===== src/rtl/fifo_rd_pkg.sv =====
`default_nettype none
// ==== fifo_rd_pkg : shared state encoding and sizing helper for the FIFO stream reader ====
// ==== rev 1.0 ====
package fifo_rd_pkg;

  typedef enum logic [1:0] {
    S_EMPTY = 2'd0,
    S_ONE   = 2'd1,
    S_TWO   = 2'd2
  } rd_state_t;

  // Beat counter needs at least one bit even for single-word bursts.
  function automatic int beat_width(input int burst_len);
    return (burst_len > 1) ? $clog2(burst_len) : 1;
  endfunction

endpackage
`default_nettype wire


===== src/rtl/fifo_rd_skid.sv =====
`default_nettype none
// ==== fifo_rd_skid : 2-entry skid buffer popping a FWFT FIFO onto a valid/ready stream ====
// ==== rev 1.0 ====
module fifo_rd_skid
  import fifo_rd_pkg::*;
#(
  parameter int DATA_WIDTH = 4
) (
  input  logic                  rd_clk,
  input  logic                  rd_rst_n,
  input  logic                  fifo_empty,
  input  logic [DATA_WIDTH-1:0] fifo_rd_data,
  output logic                  fifo_rd_en,
  output logic                  m_valid,
  output logic [DATA_WIDTH-1:0] m_data,
  input  logic                  m_ready,
  output logic                  pop
);

  rd_state_t             state;
  logic [DATA_WIDTH-1:0] e1;

  // Popping depends only on buffer occupancy, never on m_ready.
  assign fifo_rd_en = rd_rst_n & ~fifo_empty & (state != S_TWO);
  assign pop        = m_valid & m_ready;

  // m_data is the head entry e0 itself.
  always_ff @(posedge rd_clk) begin
    if (!rd_rst_n) begin
      state   <= S_EMPTY;
      m_valid <= 1'b0;
      m_data  <= '0;
      e1      <= '0;
    end else begin
      case (state)
        S_EMPTY: begin
          if (fifo_rd_en) begin
            state   <= S_ONE;
            m_valid <= 1'b1;
            m_data  <= fifo_rd_data;
          end
        end
        S_ONE: begin
          if (fifo_rd_en && !pop) begin
            state <= S_TWO;
            e1    <= fifo_rd_data;
          end else if (!fifo_rd_en && pop) begin
            state   <= S_EMPTY;
            m_valid <= 1'b0;
          end else if (fifo_rd_en && pop) begin
            m_data <= fifo_rd_data;
          end
        end
        S_TWO: begin
          if (pop) begin
            state  <= S_ONE;
            m_data <= e1;
          end
        end
        default: begin
          state   <= S_EMPTY;
          m_valid <= 1'b0;
        end
      endcase
    end
  end

endmodule
`default_nettype wire


===== src/rtl/fifo_stream_reader.sv =====
`default_nettype none
// ==== fifo_stream_reader : FIFO read-side stream consumer with word counter; optional
// ==== burst framing on m_last when FIFO_RD_LAST_EN is defined.  rev 1.0 ====
module fifo_stream_reader
  import fifo_rd_pkg::*;
#(
  parameter int DATA_WIDTH = 4,
  parameter int CNT_WIDTH  = 16,
  parameter int BURST_LEN  = 4
) (
  input  logic                  rd_clk,
  input  logic                  rd_rst_n,
  input  logic                  fifo_empty,
  input  logic [DATA_WIDTH-1:0] fifo_rd_data,
  output logic                  fifo_rd_en,
  output logic                  m_valid,
  output logic [DATA_WIDTH-1:0] m_data,
  input  logic                  m_ready,
  output logic                  m_last,
  output logic [CNT_WIDTH-1:0]  rd_word_cnt
);

  logic pop;

  fifo_rd_skid #(
    .DATA_WIDTH (DATA_WIDTH)
  ) u_skid (
    .rd_clk       (rd_clk),
    .rd_rst_n     (rd_rst_n),
    .fifo_empty   (fifo_empty),
    .fifo_rd_data (fifo_rd_data),
    .fifo_rd_en   (fifo_rd_en),
    .m_valid      (m_valid),
    .m_data       (m_data),
    .m_ready      (m_ready),
    .pop          (pop)
  );

  always_ff @(posedge rd_clk) begin
    if (!rd_rst_n) begin
      rd_word_cnt <= '0;
    end else if (pop) begin
      rd_word_cnt <= rd_word_cnt + 1'b1;
    end
  end

`ifdef FIFO_RD_LAST_EN
  localparam int                BEAT_W    = beat_width(BURST_LEN);
  localparam logic [BEAT_W-1:0] BEAT_LAST = BEAT_W'(BURST_LEN - 1);

  logic [BEAT_W-1:0] beat;

  // beat tracks the position of the word currently at the head of the stream.
  always_ff @(posedge rd_clk) begin
    if (!rd_rst_n) begin
      beat <= '0;
    end else if (pop) begin
      beat <= (beat == BEAT_LAST) ? '0 : beat + 1'b1;
    end
  end

  assign m_last = m_valid & (beat == BEAT_LAST);
`else
  logic unused_burst_len;
  assign unused_burst_len = (BURST_LEN > 0);
  assign m_last           = 1'b0;
`endif

endmodule
`default_nettype wire

===== config.mk =====
export PLATFORM = sky130hd
export DESIGN_NAME = fifo_stream_reader
export DESIGN_NICKNAME = d
export VERILOG_FILES = /design/src/rtl/fifo_rd_pkg.sv /design/src/rtl/fifo_rd_skid.sv /design/src/rtl/fifo_stream_reader.sv
export SDC_FILE = /design/constraint.sdc
export NUM_CORES = 1
export LEC_CHECK = 0
export CAP_MARGIN = 20
export CORE_MARGIN = 2
export CORE_UTILIZATION = 49
export DETAILED_ROUTE_END_ITERATION = 6
export PLACE_DENSITY = 0.76
export SLEW_MARGIN = 20
export SYNTH_ARGS = -nofsm -noshare
export SYNTH_HDL_FRONTEND = slang
export SYNTH_HIERARCHICAL = 1
export SYNTH_SLANG_ARGS = --single-unit

===== constraint.sdc =====
create_clock -name rd_clk -period 2.5 [get_ports rd_clk]
set_input_delay 0.5 -clock rd_clk [delete_from_list [all_inputs] [get_ports rd_clk]]
set_output_delay 0.5 -clock rd_clk [all_outputs]
set_load 0.05 [all_outputs]

Yosys cells after proc, flatten, opt, wreduce, memory -nomap -nowiden

Index checks and enable logic that the tools add are counted.

Muxes and demuxes: 15
Eq/ne operators: 10
Divide/modulo/power cells: 0
Bitwise logic cells: 5
Shift operators: 0
Magnitude comparators: 0
Reduce and logical (&&, ||, !) cells: 11
Add/sub/neg operators: 1
Multipliers: 0

Operators by type and width:

| kind                                                   | count |
|---|---|
| 2-to-1 mux 4 bit                                       | 5 |
| adder 16 x 1 -> 16 bit (second input constant)         | 1 |
| case mux 4 bit (3 select lines)                        | 1 |
| 2-to-1 mux 2 bit                                       | 4 |
| inequality test 2 x 1 -> 1 bit (second input constant) | 4 |
| inequality test 2 bit (second input constant)          | 3 |
| case mux 2 bit (3 select lines)                        | 1 |
| AND reduction 6 bit                                    | 1 |
| AND reduction 4 bit                                    | 1 |
| AND 1 bit                                              | 3 |
| logical AND 1 bit                                      | 3 |
| 2-to-1 mux 1 bit                                       | 3 |
| inequality test 3 x 1 -> 1 bit (second input constant) | 1 |
| case mux 1 bit (3 select lines)                        | 1 |
| AND reduction 3 bit                                    | 1 |
| nonzero test 3 bit                                     | 1 |
| equality test 2 x 1 -> 1 bit (second input constant)   | 1 |
| equality test 2 bit (second input constant)            | 1 |
| zero test 1 bit                                        | 2 |
| zero test 2 bit                                        | 1 |
| NOT 1 bit                                              | 2 |
| AND reduction 2 bit                                    | 1 |

Memory bits (writable): 0
Bits in registers: 27
Memories: 0
Bits in latches: 0
Bits in read-only memories: 0
Logic and storage cells: 47
Input bits: 8

Longest topological paths before layout

Depth in word-level cells: 8
Mapped depth: 9
Depth with buffers taken out: 7

Hierarchy

Netlist, hierarchy kept.

By module, submodules not included:

| module             | cells an instance | instances | area each (sq um) |
|---|---|---|---|
| fifo_stream_reader | 85                | 1         | 755.7 |
| fifo_rd_skid       | 59                | 1         | 595.6 |

Least setup slack after synthesis

No wires, ideal clock.

Path type: register to register
Start: register u_skid.state[0]
End: register u_skid.m_data[0]
Period minus slack after synthesis: 2088 ps
Path buffers: 2
Required time: 2414 ps
Stages on the path, launching flop included: 10
Slack: 412 ps
Arrival: 2002 ps
Path through: dfxtp_1 > buf_6 > nand2b_1 > buf_2 > nand3b_1 > inv_1 > ha_1 > nor3b_2 > a211o_1 > a211oi_1

Cells in the longest elaborated chain, start to end: 6
Elaborated cells on any way between the ends: 17

Ends and longest elaborated chain:

| item                                   | line                     | RTL |
|---|---|---|
| start: declaration                     | fifo_rd_skid.sv:20       | `rd_state_t state;` |
| start signal: assignment               | fifo_rd_skid.sv:30       | `state <= S_EMPTY;` |
| start signal: assignment               | fifo_rd_skid.sv:38       | `state <= S_ONE;` |
| start signal: assignment               | fifo_rd_skid.sv:45       | `state <= S_TWO;` |
| inequality test 2 bit *                | fifo_rd_skid.sv:24       | `assign fifo_rd_en = rd_rst_n & ~fifo_empty & (state != S_TWO);` |
| AND 1 bit *                            | fifo_rd_skid.sv:24       |  |
| via fifo_rd_en                         | fifo_stream_reader.sv:15 | `output logic fifo_rd_en,` |
| zero test 1 bit                        | fifo_rd_skid.sv:47       | `end else if (!fifo_rd_en && pop) begin` |
| logical AND 1 bit                      | fifo_rd_skid.sv:47       |  |
| inequality test 2 bit (no source line) | -                        |  |
| AND reduction 6 bit (no source line) * | -                        |  |
| end signal: assignment                 | fifo_rd_skid.sv:40       | `m_data <= fifo_rd_data;` |
| end signal: assignment                 | fifo_rd_skid.sv:51       | `m_data <= fifo_rd_data;` |
| end: declaration                       | fifo_rd_skid.sv:15       | `output logic [DATA_WIDTH-1:0] m_data,` |

The timed path passes the listed nets; every way through them passes the cells marked *.
A chain may end at the register's enable or synchronous reset.

Final worst setup path

Start: register rd_word_cnt[2]
End: output port rd_word_cnt[2]

RTL lines:

| item                     | line                     | RTL |
|---|---|---|
| start: declaration       | fifo_stream_reader.sv:20 | `output logic [CNT_WIDTH-1:0] rd_word_cnt` |
| start signal: assignment | fifo_stream_reader.sv:43 | `rd_word_cnt <= rd_word_cnt + 1'b1;` |

No word-level cell between the ends.

==> impl_metrics.json <==
{
  "worstSetupEndpointType": "primary output",
  "crit_required_ps": 2000,
  "hold_path.class": "reg2reg",
  "synthFlopType": "dfxtp_1",
  "r2r-end": "u_skid/m_data[2]",
  "worst_setup_path_start_kind": "flop",
  "grt_util_met3_pct": 3.917,
  "fin_tns_setup_ps": 0,
  "start_util_pct": 50.30,
  "row_count": 19,
  "n_fill_cell": 230,
  "numCtsBuffers": 3,
  "dieWidth_um": 56.52,
  "critPathKind": "reg2out",
  "yosysSeqAreaShare_pct": 40.00,
  "power_frac_seq_pct": 57.9,
  "fp.dieArea_um2": 3194,
  "grt.met1_usage_pct": 23.55,
  "layout-area-overhead-vs-synth_pct": 26.39,
  "ant_nets": 0,
  "cts.repair.resized": 0,
  "netlist_area_um2": 1351,
  "postSynthAreaPerCell_um2": 9.384,
  "fp.dieH_um": 56.52,
  "crit_arrival_ps": 1640,
  "tritoncts": "yes",
  "cp_slowest_cell": "clkdlybuf4s50_1",
  "max_cap_viol_count": 0,
  "drive_above_1_share_pct": 8.571,
  "crit_chain": "clkdlybuf4s50_1",
  "post-route-min-period_ps": 2135,
  "clock_path_buffers": 2,
  "first_iter_violations": 29,
  "grt_pass1_wl_mm": 5.023,
  "async_reset_ff_share_pct": 0,
  "yosys_register_bits": 27,
  "cpLargestDelayFamily": "buffers and inverters",
  "rsz0062_at_grt": "no",
  "pin_count": 31,
  "r2r_start": "u_skid/state[1]",
  "synth_enable_flop_cells": 0,
  "overflow": 0,
  "grt_use_total_pct": 20.12,
  "drc": 0,
  "synthTopCellsByArea": "dfxtp_1 (40%), mux2i_1 (8.9%), nor2_1 (4.4%), xnor2_1 (3.9%), ha_1 (3.7%)",
  "ir_worst_vdd_v": 0.0003361,
  "antenna_found_initial": 0,
  "grt-busiest-layer": "met2",
  "min_from": "rd_word_cnt[15]",
  "vias_per_cell": 5.515,
  "ctsRootBufferMaster": "clkbuf_4",
  "wirelength_mm": 2.925,
  "synthDistinctLibCells": 43,
  "min_to": "rd_word_cnt[15]",
  "rr_worst_depth": 7,
  "drv_slew": 0,
  "clock_power_share_pct": 23.8,
  "hold-path-cell-count": 2,
  "max_stage_delay_ps": 850,
  "num_vias": 1136,
  "slew_headroom_pct": 65.91,
  "grt_max_degree": 15,
  "worst_pin_slew_ps": 498.5,
  "drt_first_pass_iters": 4,
  "clk_pin_slew_worst_paths_ps": 140,
  "p_leak_uw": 0.0006800,
  "outcome": "complete, no violations",
  "cts_num_sinks": 27,
  "crit_fanout": 5,
  "fmax_mhz": 468.3,
  "switching_share_pct": 28.59,
  "grtUsageMet2_pct": 35.55,
  "nNetsFinal": 188,
  "power.internal_uw": 563.7,
  "clock_latency_ps": 320,
  "wl_per_cell_um": 14.20,
  "hold_viol_final": 0,
  "port_buffers": 29,
  "coreArea_um2": 2686,
  "synth_top_area_share_pct": 40.00,
  "finalSetupViolCount": 0,
  "fin_crit_sh_pct": 85.41,
  "syn-num-nets": 156,
  "gp_congestion": 0.7840,
  "ff2ff_setup_slack_ps": 400,
  "cts_setup_buffers": 0,
  "p_per_area_nw_per_um2": 462.2,
  "ys.warnings.count": 6,
  "synth_common_cells": "dfxtp_1 (27), nor2_1 (16), mux2i_1 (12), nand2_1 (12), inv_1 (7)",
  "dp_hpwl_mm": 2.270,
  "synth_most_common_cell": "dfxtp_1",
  "grt_pass1_vias": 1143,
  "diodes": 0,
  "worstSetupStartpoint": "rd_word_cnt[2]",
  "h-tree-depth": 1,
  "fin_skew_ps": 7.095,
  "p_switching_uw": 225.7,
  "comb_power_share_pct": 18.3,
  "ctsHoldBuffers": 0,
  "synth_cells": 144,
  "synth_top_area_cell": "dfxtp_1",
  "final_util_pct": 63.58,
  "worst-path-buf-inv": 1
}
-- worst max path at each step --
| stage | cells past startpoint | slack [ps] | to |
|---|---|---|---|
| detailed placement | 7 | 30 | u_skid/m_data[1] |
| finish | 1 | 360 | rd_word_cnt[2] |
| global placement | 7 | 200 | u_skid/m_data[1] |
| floorplan | 9 | 410 | u_skid/m_data[0] |
| global route | 7 | 220 | u_skid/m_data[1] |
| CTS | 1 | 350 | rd_word_cnt[2] |
-- state kept, by name, summed over array words and instances, names as in the netlist --
register        flops
u_skid/state        2
u_skid/e1           4
rd_word_cnt        16
u_skid/m_valid      1
u_skid/m_data       4
-- power by group through the flow --
stage                     registers (µW)  logic (µW)  clock network (µW)
after detailed placement             466         143                   0
after CTS                            457         144                 197
after global placement               466         138                   0
after global routing                 460         153                 214
final                                457         144                 188
after floorplan                      495        63.8                   0
-- layout by cell type (no fill, tap or decap), drive strengths merged, types with 3 or more instances in the layout --
cell type      netlist  layout
a21oi                3       3
nor4                 4       4
nand3b               3       3
dfxtp               27      27
a211oi               4       4
nand3                3       3
a2111oi              4       4
nor2                16      16
mux2i               12      12
buf                  3       4
ha                   4       4
nand2b               4       4
clkbuf               2       4
xor2                 4       4
clkdlybuf4s50        0      28
nand2               12      12
xnor2                6       6
inv                  7       7
nor3                 3       3
nand4                3       3
-- cell families (layout without fill, tap and decap cells) --
family	after synthesis	count (layout)	share of synthesized area, %
multiplexers	12	12	8.889
adder cells (fa/ha/maj)	4	4	3.704
XOR/XNOR	10	10	6.481
flip-flops	27	27	40.00
buffers and inverters	13	44	4.537
AND/OR/NAND/NOR	59	59	26.30
other	1	1	0.2775
AO/OA/AOI/OAI	18	18	9.815
-- layer usage --
| metal | wire length (µm) | vias to the layer above |
|---|---|---|
| li1 | - | 566 |
| met2 | 1466 | 33 |
| met5 | 0 | - |
| met3 | 136 | 6 |
| met1 | 1280 | 531 |
| met4 | 42 | 0 |
-- area by class of cell --
| type | count | area, µm² | share of cell area, % |
|---|---|---|---|
| clock buffer | 4 | 26.28 | 1.538 |
| timing repair buffer | 32 | 322.8 | 18.90 |
| sequential | 27 | 540.5 | 31.65 |
| tap | 31 | 38.79 | 2.271 |
| inverter | 8 | 30.03 | 1.758 |
| multi-input combinational | 104 | 749.5 | 43.88 |
-- metrics by stage --
stage / cells / worst slack [ps] / hold slack, ps / instance area (µm²) / total power [µW]
5_1_grt: 206 / 223.5 / 528.9 / 1708 / 827.4
3_3_place_gp: 202 / 197.5 / 456.0 / 1682 / 603.7
4_1_cts: 206 / 348.1 / 486.0 / 1708 / 797.8
2_1_floorplan: 144 / 412.2 / 462.7 / 1351 / 558.5
3_5_place_dp: 202 / 26.01 / 466.8 / 1682 / 609.3
6_report: 206 / 364.7 / 480.0 / 1708 / 789.5
Power figures use the tool's default switching activity.
